File: src/rtl/operand_fetch_ctrl_if.sv
// Handshake and bus bundle between the operand fetch controller and its
// neighbours: instruction source, register file, ALU and writeback.
interface operand_fetch_ctrl_if #(
  parameter int DATA_W = 16,
  parameter int ADDR_W = 4
);
  logic              instr_valid;
  logic [15:0]       instr;
  logic              instr_ready;
  logic              rf_read;
  logic [ADDR_W-1:0] rf_addr1;
  logic [ADDR_W-1:0] rf_addr2;
  logic [DATA_W-1:0] rf_data1;
  logic [DATA_W-1:0] rf_data2;
  logic              rf_write;
  logic [ADDR_W-1:0] rf_waddr;
  logic [DATA_W-1:0] rf_wdata;
  logic              op_valid;
  logic              op_ready;
  logic [3:0]        op_code;
  logic [DATA_W-1:0] op_a;
  logic [DATA_W-1:0] op_b;
  logic              wb_valid;
  logic [DATA_W-1:0] wb_data;
  logic              wb_ready;
  logic              err;
  logic [15:0]       retired;

  // Controller side: owns every register-file access
  modport master (
    input  instr_valid, instr, rf_data1, rf_data2, op_ready, wb_valid, wb_data,
    output instr_ready, rf_read, rf_addr1, rf_addr2, rf_write, rf_waddr,
           rf_wdata, op_valid, op_code, op_a, op_b, wb_ready, err, retired
  );

  // Environment side: instruction source, register file and ALU
  modport slave (
    output instr_valid, instr, rf_data1, rf_data2, op_ready, wb_valid, wb_data,
    input  instr_ready, rf_read, rf_addr1, rf_addr2, rf_write, rf_waddr,
           rf_wdata, op_valid, op_code, op_a, op_b, wb_ready, err, retired
  );
endinterface

File: src/rtl/operand_fetch_ctrl.sv
// Operand fetch controller: accepts one instruction at a time, reads both
// source registers, issues them to the ALU and writes the result back to rd.
// Every output comes straight from a register.
module operand_fetch_ctrl #(
  parameter int DATA_W   = 16,
  parameter int ADDR_W   = 4,
  parameter int NUM_REGS = 8
) (
  input logic clk,
  input logic reset_n,
  operand_fetch_ctrl_if.master bus
);

  typedef enum logic [2:0] {
    IDLE,
    READ,
    CAPTURE,
    ISSUE,
    WAIT_WB,
    WRITE
  } state_t;

  localparam logic [ADDR_W-1:0] LP_NUM_REGS = ADDR_W'(NUM_REGS);

  state_t            r_state;
  logic              r_instr_ready;
  logic              r_rf_read;
  logic [ADDR_W-1:0] r_rf_addr1;
  logic [ADDR_W-1:0] r_rf_addr2;
  logic              r_rf_write;
  logic [ADDR_W-1:0] r_rf_waddr;
  logic [DATA_W-1:0] r_rf_wdata;
  logic              r_op_valid;
  logic [3:0]        r_op_code;
  logic [DATA_W-1:0] r_op_a;
  logic [DATA_W-1:0] r_op_b;
  logic              r_wb_ready;
  logic              r_err;
  logic [15:0]       r_retired;
  logic [ADDR_W-1:0] r_rd;

  logic [3:0]        w_opcode;
  logic [ADDR_W-1:0] w_rd;
  logic [ADDR_W-1:0] w_rs1;
  logic [ADDR_W-1:0] w_rs2;
  logic              w_accept;
  logic              w_illegal;

  assign w_opcode  = bus.instr[15:12];
  assign w_rd      = bus.instr[11:8];
  assign w_rs1     = bus.instr[7:4];
  assign w_rs2     = bus.instr[3:0];
  assign w_accept  = bus.instr_valid && r_instr_ready;
  assign w_illegal = (w_rd >= LP_NUM_REGS) || (w_rs1 >= LP_NUM_REGS) ||
                     (w_rs2 >= LP_NUM_REGS);

  // Sequencer: one instruction in flight, outputs updated alongside the state
  always_ff @(posedge clk or negedge reset_n) begin
    if (!reset_n) begin
      r_state       <= IDLE;
      r_instr_ready <= 1'b0;
      r_rf_read     <= 1'b0;
      r_rf_addr1    <= '0;
      r_rf_addr2    <= '0;
      r_rf_write    <= 1'b0;
      r_rf_waddr    <= '0;
      r_rf_wdata    <= '0;
      r_op_valid    <= 1'b0;
      r_op_code     <= '0;
      r_op_a        <= '0;
      r_op_b        <= '0;
      r_wb_ready    <= 1'b0;
      r_err         <= 1'b0;
      r_retired     <= '0;
      r_rd          <= '0;
    end else begin
      r_err <= 1'b0;
      case (r_state)
        IDLE: begin
          r_instr_ready <= 1'b1;
          if (w_accept) begin
            if (w_illegal) begin
              r_err <= 1'b1;
            end else if (w_opcode != 4'h0) begin
              r_instr_ready <= 1'b0;
              r_rd          <= w_rd;
              r_op_code     <= w_opcode;
              r_rf_addr1    <= w_rs1;
              r_rf_addr2    <= w_rs2;
              r_rf_read     <= 1'b1;
              r_state       <= READ;
            end
          end
        end
        READ: begin
          r_state <= CAPTURE;
        end
        CAPTURE: begin
          r_op_a     <= bus.rf_data1;
          r_op_b     <= bus.rf_data2;
          r_rf_read  <= 1'b0;
          r_op_valid <= 1'b1;
          r_state    <= ISSUE;
        end
        ISSUE: begin
          if (bus.op_ready) begin
            r_op_valid <= 1'b0;
            r_wb_ready <= 1'b1;
            r_state    <= WAIT_WB;
          end
        end
        WAIT_WB: begin
          if (bus.wb_valid) begin
            r_wb_ready <= 1'b0;
            r_rf_wdata <= bus.wb_data;
            r_rf_waddr <= r_rd;
            r_rf_write <= 1'b1;
            r_state    <= WRITE;
          end
        end
        WRITE: begin
          r_rf_write    <= 1'b0;
          r_retired     <= r_retired + 16'd1;
          r_instr_ready <= 1'b1;
          r_state       <= IDLE;
        end
        default: begin
          r_state <= IDLE;
        end
      endcase
    end
  end

  assign bus.instr_ready = r_instr_ready;
  assign bus.rf_read     = r_rf_read;
  assign bus.rf_addr1    = r_rf_addr1;
  assign bus.rf_addr2    = r_rf_addr2;
  assign bus.rf_write    = r_rf_write;
  assign bus.rf_waddr    = r_rf_waddr;
  assign bus.rf_wdata    = r_rf_wdata;
  assign bus.op_valid    = r_op_valid;
  assign bus.op_code     = r_op_code;
  assign bus.op_a        = r_op_a;
  assign bus.op_b        = r_op_b;
  assign bus.wb_ready    = r_wb_ready;
  assign bus.err         = r_err;
  assign bus.retired     = r_retired;

endmodule

File: src/flat_wrapper.sv
// flat-port wrapper written by rule: the top's interface ports become plain ports
module operand_fetch_ctrl_flat 
#(
  parameter int DATA_W   = 16,
  parameter int ADDR_W   = 4,
  parameter int NUM_REGS = 8
)
  (clk, reset_n, bus_instr_valid, bus_instr, bus_rf_data1, bus_rf_data2, bus_op_ready, bus_wb_valid, bus_wb_data, bus_instr_ready, bus_rf_read, bus_rf_addr1, bus_rf_addr2, bus_rf_write, bus_rf_waddr, bus_rf_wdata, bus_op_valid, bus_op_code, bus_op_a, bus_op_b, bus_wb_ready, bus_err, bus_retired);
  operand_fetch_ctrl_if #(.DATA_W(DATA_W), .ADDR_W(ADDR_W)) bus_i ();
  input logic clk;
  input logic reset_n;
  input wire logic [$bits(bus_i.instr_valid)-1:0] bus_instr_valid;
  input wire logic [$bits(bus_i.instr)-1:0] bus_instr;
  input wire logic [$bits(bus_i.rf_data1)-1:0] bus_rf_data1;
  input wire logic [$bits(bus_i.rf_data2)-1:0] bus_rf_data2;
  input wire logic [$bits(bus_i.op_ready)-1:0] bus_op_ready;
  input wire logic [$bits(bus_i.wb_valid)-1:0] bus_wb_valid;
  input wire logic [$bits(bus_i.wb_data)-1:0] bus_wb_data;
  output wire logic [$bits(bus_i.instr_ready)-1:0] bus_instr_ready;
  output wire logic [$bits(bus_i.rf_read)-1:0] bus_rf_read;
  output wire logic [$bits(bus_i.rf_addr1)-1:0] bus_rf_addr1;
  output wire logic [$bits(bus_i.rf_addr2)-1:0] bus_rf_addr2;
  output wire logic [$bits(bus_i.rf_write)-1:0] bus_rf_write;
  output wire logic [$bits(bus_i.rf_waddr)-1:0] bus_rf_waddr;
  output wire logic [$bits(bus_i.rf_wdata)-1:0] bus_rf_wdata;
  output wire logic [$bits(bus_i.op_valid)-1:0] bus_op_valid;
  output wire logic [$bits(bus_i.op_code)-1:0] bus_op_code;
  output wire logic [$bits(bus_i.op_a)-1:0] bus_op_a;
  output wire logic [$bits(bus_i.op_b)-1:0] bus_op_b;
  output wire logic [$bits(bus_i.wb_ready)-1:0] bus_wb_ready;
  output wire logic [$bits(bus_i.err)-1:0] bus_err;
  output wire logic [$bits(bus_i.retired)-1:0] bus_retired;
  assign bus_i.instr_valid = bus_instr_valid;
  assign bus_i.instr = bus_instr;
  assign bus_i.rf_data1 = bus_rf_data1;
  assign bus_i.rf_data2 = bus_rf_data2;
  assign bus_i.op_ready = bus_op_ready;
  assign bus_i.wb_valid = bus_wb_valid;
  assign bus_i.wb_data = bus_wb_data;
  assign bus_instr_ready = bus_i.instr_ready;
  assign bus_rf_read = bus_i.rf_read;
  assign bus_rf_addr1 = bus_i.rf_addr1;
  assign bus_rf_addr2 = bus_i.rf_addr2;
  assign bus_rf_write = bus_i.rf_write;
  assign bus_rf_waddr = bus_i.rf_waddr;
  assign bus_rf_wdata = bus_i.rf_wdata;
  assign bus_op_valid = bus_i.op_valid;
  assign bus_op_code = bus_i.op_code;
  assign bus_op_a = bus_i.op_a;
  assign bus_op_b = bus_i.op_b;
  assign bus_wb_ready = bus_i.wb_ready;
  assign bus_err = bus_i.err;
  assign bus_retired = bus_i.retired;
  operand_fetch_ctrl #(.DATA_W(DATA_W), .ADDR_W(ADDR_W), .NUM_REGS(NUM_REGS)) u_core (.clk(clk), .reset_n(reset_n), .bus(bus_i));
endmodule
File: config.mk
export PLATFORM = sky130hd
export DESIGN_NAME = operand_fetch_ctrl_flat
export DESIGN_NICKNAME = d
export VERILOG_FILES = /design/src/rtl/operand_fetch_ctrl_if.sv /design/src/rtl/operand_fetch_ctrl.sv /design/src/flat_wrapper.sv
export SDC_FILE = /design/constraint.sdc
export NUM_CORES = 1
export LEC_CHECK = 0
export CORE_MARGIN = 2
export CORE_UTILIZATION = 45
export CTS_CLUSTER_DIAMETER = 100
export DETAILED_ROUTE_END_ITERATION = 16
export HOLD_SLACK_MARGIN = 0.06
export PLACE_DENSITY_LB_ADDON = 0.25
export SKIP_CTS_REPAIR_TIMING = 1
export SYNTH_ARGS = -nofsm -noshare
export SYNTH_HDL_FRONTEND = slang
export SYNTH_SLANG_ARGS = --single-unit
File: constraint.sdc
create_clock -name clk -period 4.7 [get_ports clk]
set_clock_uncertainty 0.1 [all_clocks]
set_input_delay 0.705 -clock clk [delete_from_list [all_inputs] [get_ports clk]]
set_output_delay 0.705 -clock clk [all_outputs]
set_load 0.1 [all_outputs]
==> run_results.csv <==
group,metric,value,unit
timing,grt_setup_unrepaired,"no",
timing,setup_tns,0,ns
routing,wl,7.85,mm
worst_setup_path,crit_chain,"clkdlybuf4s50_1",
worst_setup_path,arrival,1.98,ns
die,io_pins,155,
global_routing,grt_max_degree,58,
die,chipHeight,93.7,um
routing,wl_per_cell,15.4,um
worst_setup_path,crit_buf_inv,1,
global_routing,grt_antenna_before_repair,0,
logic_synthesis,synthCells,246,
global_routing,grt_usage,18.7,%
die,core_area,7770,sq um
logic_synthesis,syn_nets,316,
cells_and_area,final_nets,475,
global_routing,grt_pass1_vias,2607,
die,dieArea,8770,sq um
logic_synthesis,synth_area_per_cell,14.7,sq um
timing,finalMaxSlewViolations,0,
timing,max_freq,359,MHz
global_routing,grt.overflow.total,0,
cts,clk_pin_slew,0.09,ns
routing,via_count,2478,
timing,finalSetupViolCount,0,
logic_synthesis,synth_top_area_share,64.3,%
timing,fin_crit,2.78,ns
worst_setup_path,slowest_delay,1.17,ns
timing,slew_headroom,33.0,%
routing,antenna_left,0,
timing,period_share,59.2,%
placed_design,post-dp-hpwl,5.76,mm
cells_and_area,fin_util,70.0,%
routing,drt_iter0_markers,87,
worst_setup_path,start_kind,"flip-flop",
die,start_util,46.6,%
worst_hold_path,holdCritPathClass,"in -> async",
worst_setup_path,critPathCaptureType,"output port",
worst_setup_path,crit_required,3.89,ns
logic_synthesis,syn-cell-area,3620,sq um
worst_setup_path,path_delay_family,"buffers and inverters",
logic_synthesis,ys_seq_elements,93,
placed_design,port_buffers,154,
cells_and_area,drive_gt1_share,20.9,%
logic_synthesis,yosys.area.top_type,"dfrtp_1",
timing,worst_pin_slew,1.00,ns
cts,clock_latency,0.34,ns
global_routing,grt_first_pass_wirelength,12.6,mm
logic_synthesis,yosysWarningCount,0,
cts,cts_tree,"built",
cts,cts_buffers,9,
cells_and_area,diodes,0,
placed_design,place.gp.congestion,0.750,
worst_setup_path,cpMaxStageDelayCell,"clkdlybuf4s50_1",
worst_setup_path,critPathMaxFanout,6,
cells_and_area,area_growth,50.3,%
die,rows,32,
worst_setup_path,setup.worst_path.class,"reg -> out",
logic_synthesis,synth_area_leaders,"dfrtp_1, mux2_2, xnor2_1",
flow_run,drv_cap,0,
die,die_w,93.7,um
cts,root_buffer,"clkbuf_8",
cts,cts.sinks,93,
worst_setup_path,reg2reg_slack,2.67,ns
cts,clk_path_buf_depth,2,
logic_synthesis,synth_cell_types,30,
logic_synthesis,ys_seq_area_share,64.3,%
cts,cts.htree.levels,3,
routing,viasPerCell,4.87,
routing,first_pass_iters,4,
routing,drc_errors,0,
status,status,"finished clean",
timing,hold_violations,0,
[sequential cells by signal, indices dropped and copies added, names as in the netlist, 3 cells and up]
signal	count
u_core.r_state	3
u_core.r_rd	4
u_core.bus.rf_waddr	4
u_core.bus.retired	16
u_core.bus.rf_wdata	16
u_core.bus.op_a	16
u_core.bus.op_code	4
u_core.bus.op_b	16
u_core.bus.rf_addr1	4
u_core.bus.rf_addr2	4
[cell usage after synthesis]
| master | count |
|---|---|
| dfrtp_1 | 93 |
| o21ai_0 | 5 |
| a21o_1 | 1 |
| nand2_1 | 13 |
| xnor2_1 | 12 |
| mux2_4 | 4 |
| nor2_2 | 1 |
| buf_6 | 2 |
| a211oi_1 | 1 |
| xor2_1 | 4 |
| ha_1 | 1 |
| o21a_1 | 1 |
| inv_1 | 3 |
| and4_1 | 2 |
| mux2_2 | 61 |
| nand4_1 | 5 |
| o41ai_1 | 1 |
| nand3b_1 | 1 |
| buf_2 | 6 |
| or2_1 | 1 |
| nand3_1 | 5 |
| nor3_1 | 4 |
| buf_4 | 1 |
| nand2b_1 | 1 |
| nand4b_1 | 1 |
| nor2_1 | 8 |
| and2_1 | 5 |
| a21oi_1 | 1 |
| and3b_1 | 1 |
| nor2_4 | 1 |
[through the flow]
step	setup WS [ns]	cell area, sq um	hold slack [ns]	std cells
CTS	1.90	5440	0.325	509
detailed placement	1.88	5250	0.366	496
global route	1.86	5440	0.340	509
floorplan	2.43	3620	0.309	246
finish	1.92	5440	0.297	509
global placement	2.00	5250	0.361	496
[path summary, 6_finish.rpt]
path | start | to | depth (start not counted)
worst max-delay path | u_core.bus.retired[4] | bus_retired[4] | 1
worst min-delay path | reset_n | u_core.bus.op_a[15] | 1
worst max register to register | u_core.r_state[0] | u_core.bus.op_code[2] | 4
worst min register to register | u_core.bus.rf_write | u_core.bus.rf_write | 1
max in group asynchronous | reset_n | u_core.bus.rf_wdata[15] | 2
min in group clk | u_core.bus.rf_write | u_core.bus.rf_write | 1
[worst register-to-register path: stages (launching register included)]
cell and delay, ns:
dfrtp_1 0.58, nor2_4 0.06, nand4b_1 0.13, or2_1 0.63
mux2_2 0.41
[area by class of cell]
| cell class | instances | area, sq um |
|---|---|---|
| fillers | 597 | 2330 |
| flip-flops and latches | 93 | 2330 |
| repair buffers | 157 | 1560 |
| multi-input cells | 141 | 1220 |
| clock buffers | 11 | 151 |
| well taps | 102 | 128 |
| clock inverters | 2 | 35.0 |
| inverters | 3 | 11.3 |
[per-layer routing]
layer / part of all wire, % / up-vias / GRT usage [%]
met2: 50 / 89 / 32.2
met4: 1.6 / 0 / 7.97
met3: 7.4 / 10 / 5.14
met1: 41 / 1211 / 21.9
li1: - / 1168 / -
met5: 0 / - / 0
[cells in the final DEF (no fill, tap or decap), types with 2 or more instances in the layout]
master,n
and2_1,5
nand4_1,5
mux2_4,4
nand2_1,13
o21ai_0,5
xor2_1,4
and4_1,2
clkdlybuf4s50_1,153
nand3_1,5
xnor2_1,12
mux2_2,61
clkbuf_8,11
nor2_1,8
inv_1,3
buf_4,4
dfrtp_1,93
nor3_1,3
[cell families after synthesis]
logic type      count (synthesis)  synth area share, %
xor+xnor                       16                 3.87
buf+inv                        12                 1.97
fa+ha+maj                       1                0.346
mux                            65                 20.6
simple gates                   49                 7.16
compound gates                 10                 1.69
flops                          93                 64.3
Power is left out: the tool's default activity adds up to more than one toggle a clock period on the data nets, which glitch-free logic cannot reach.
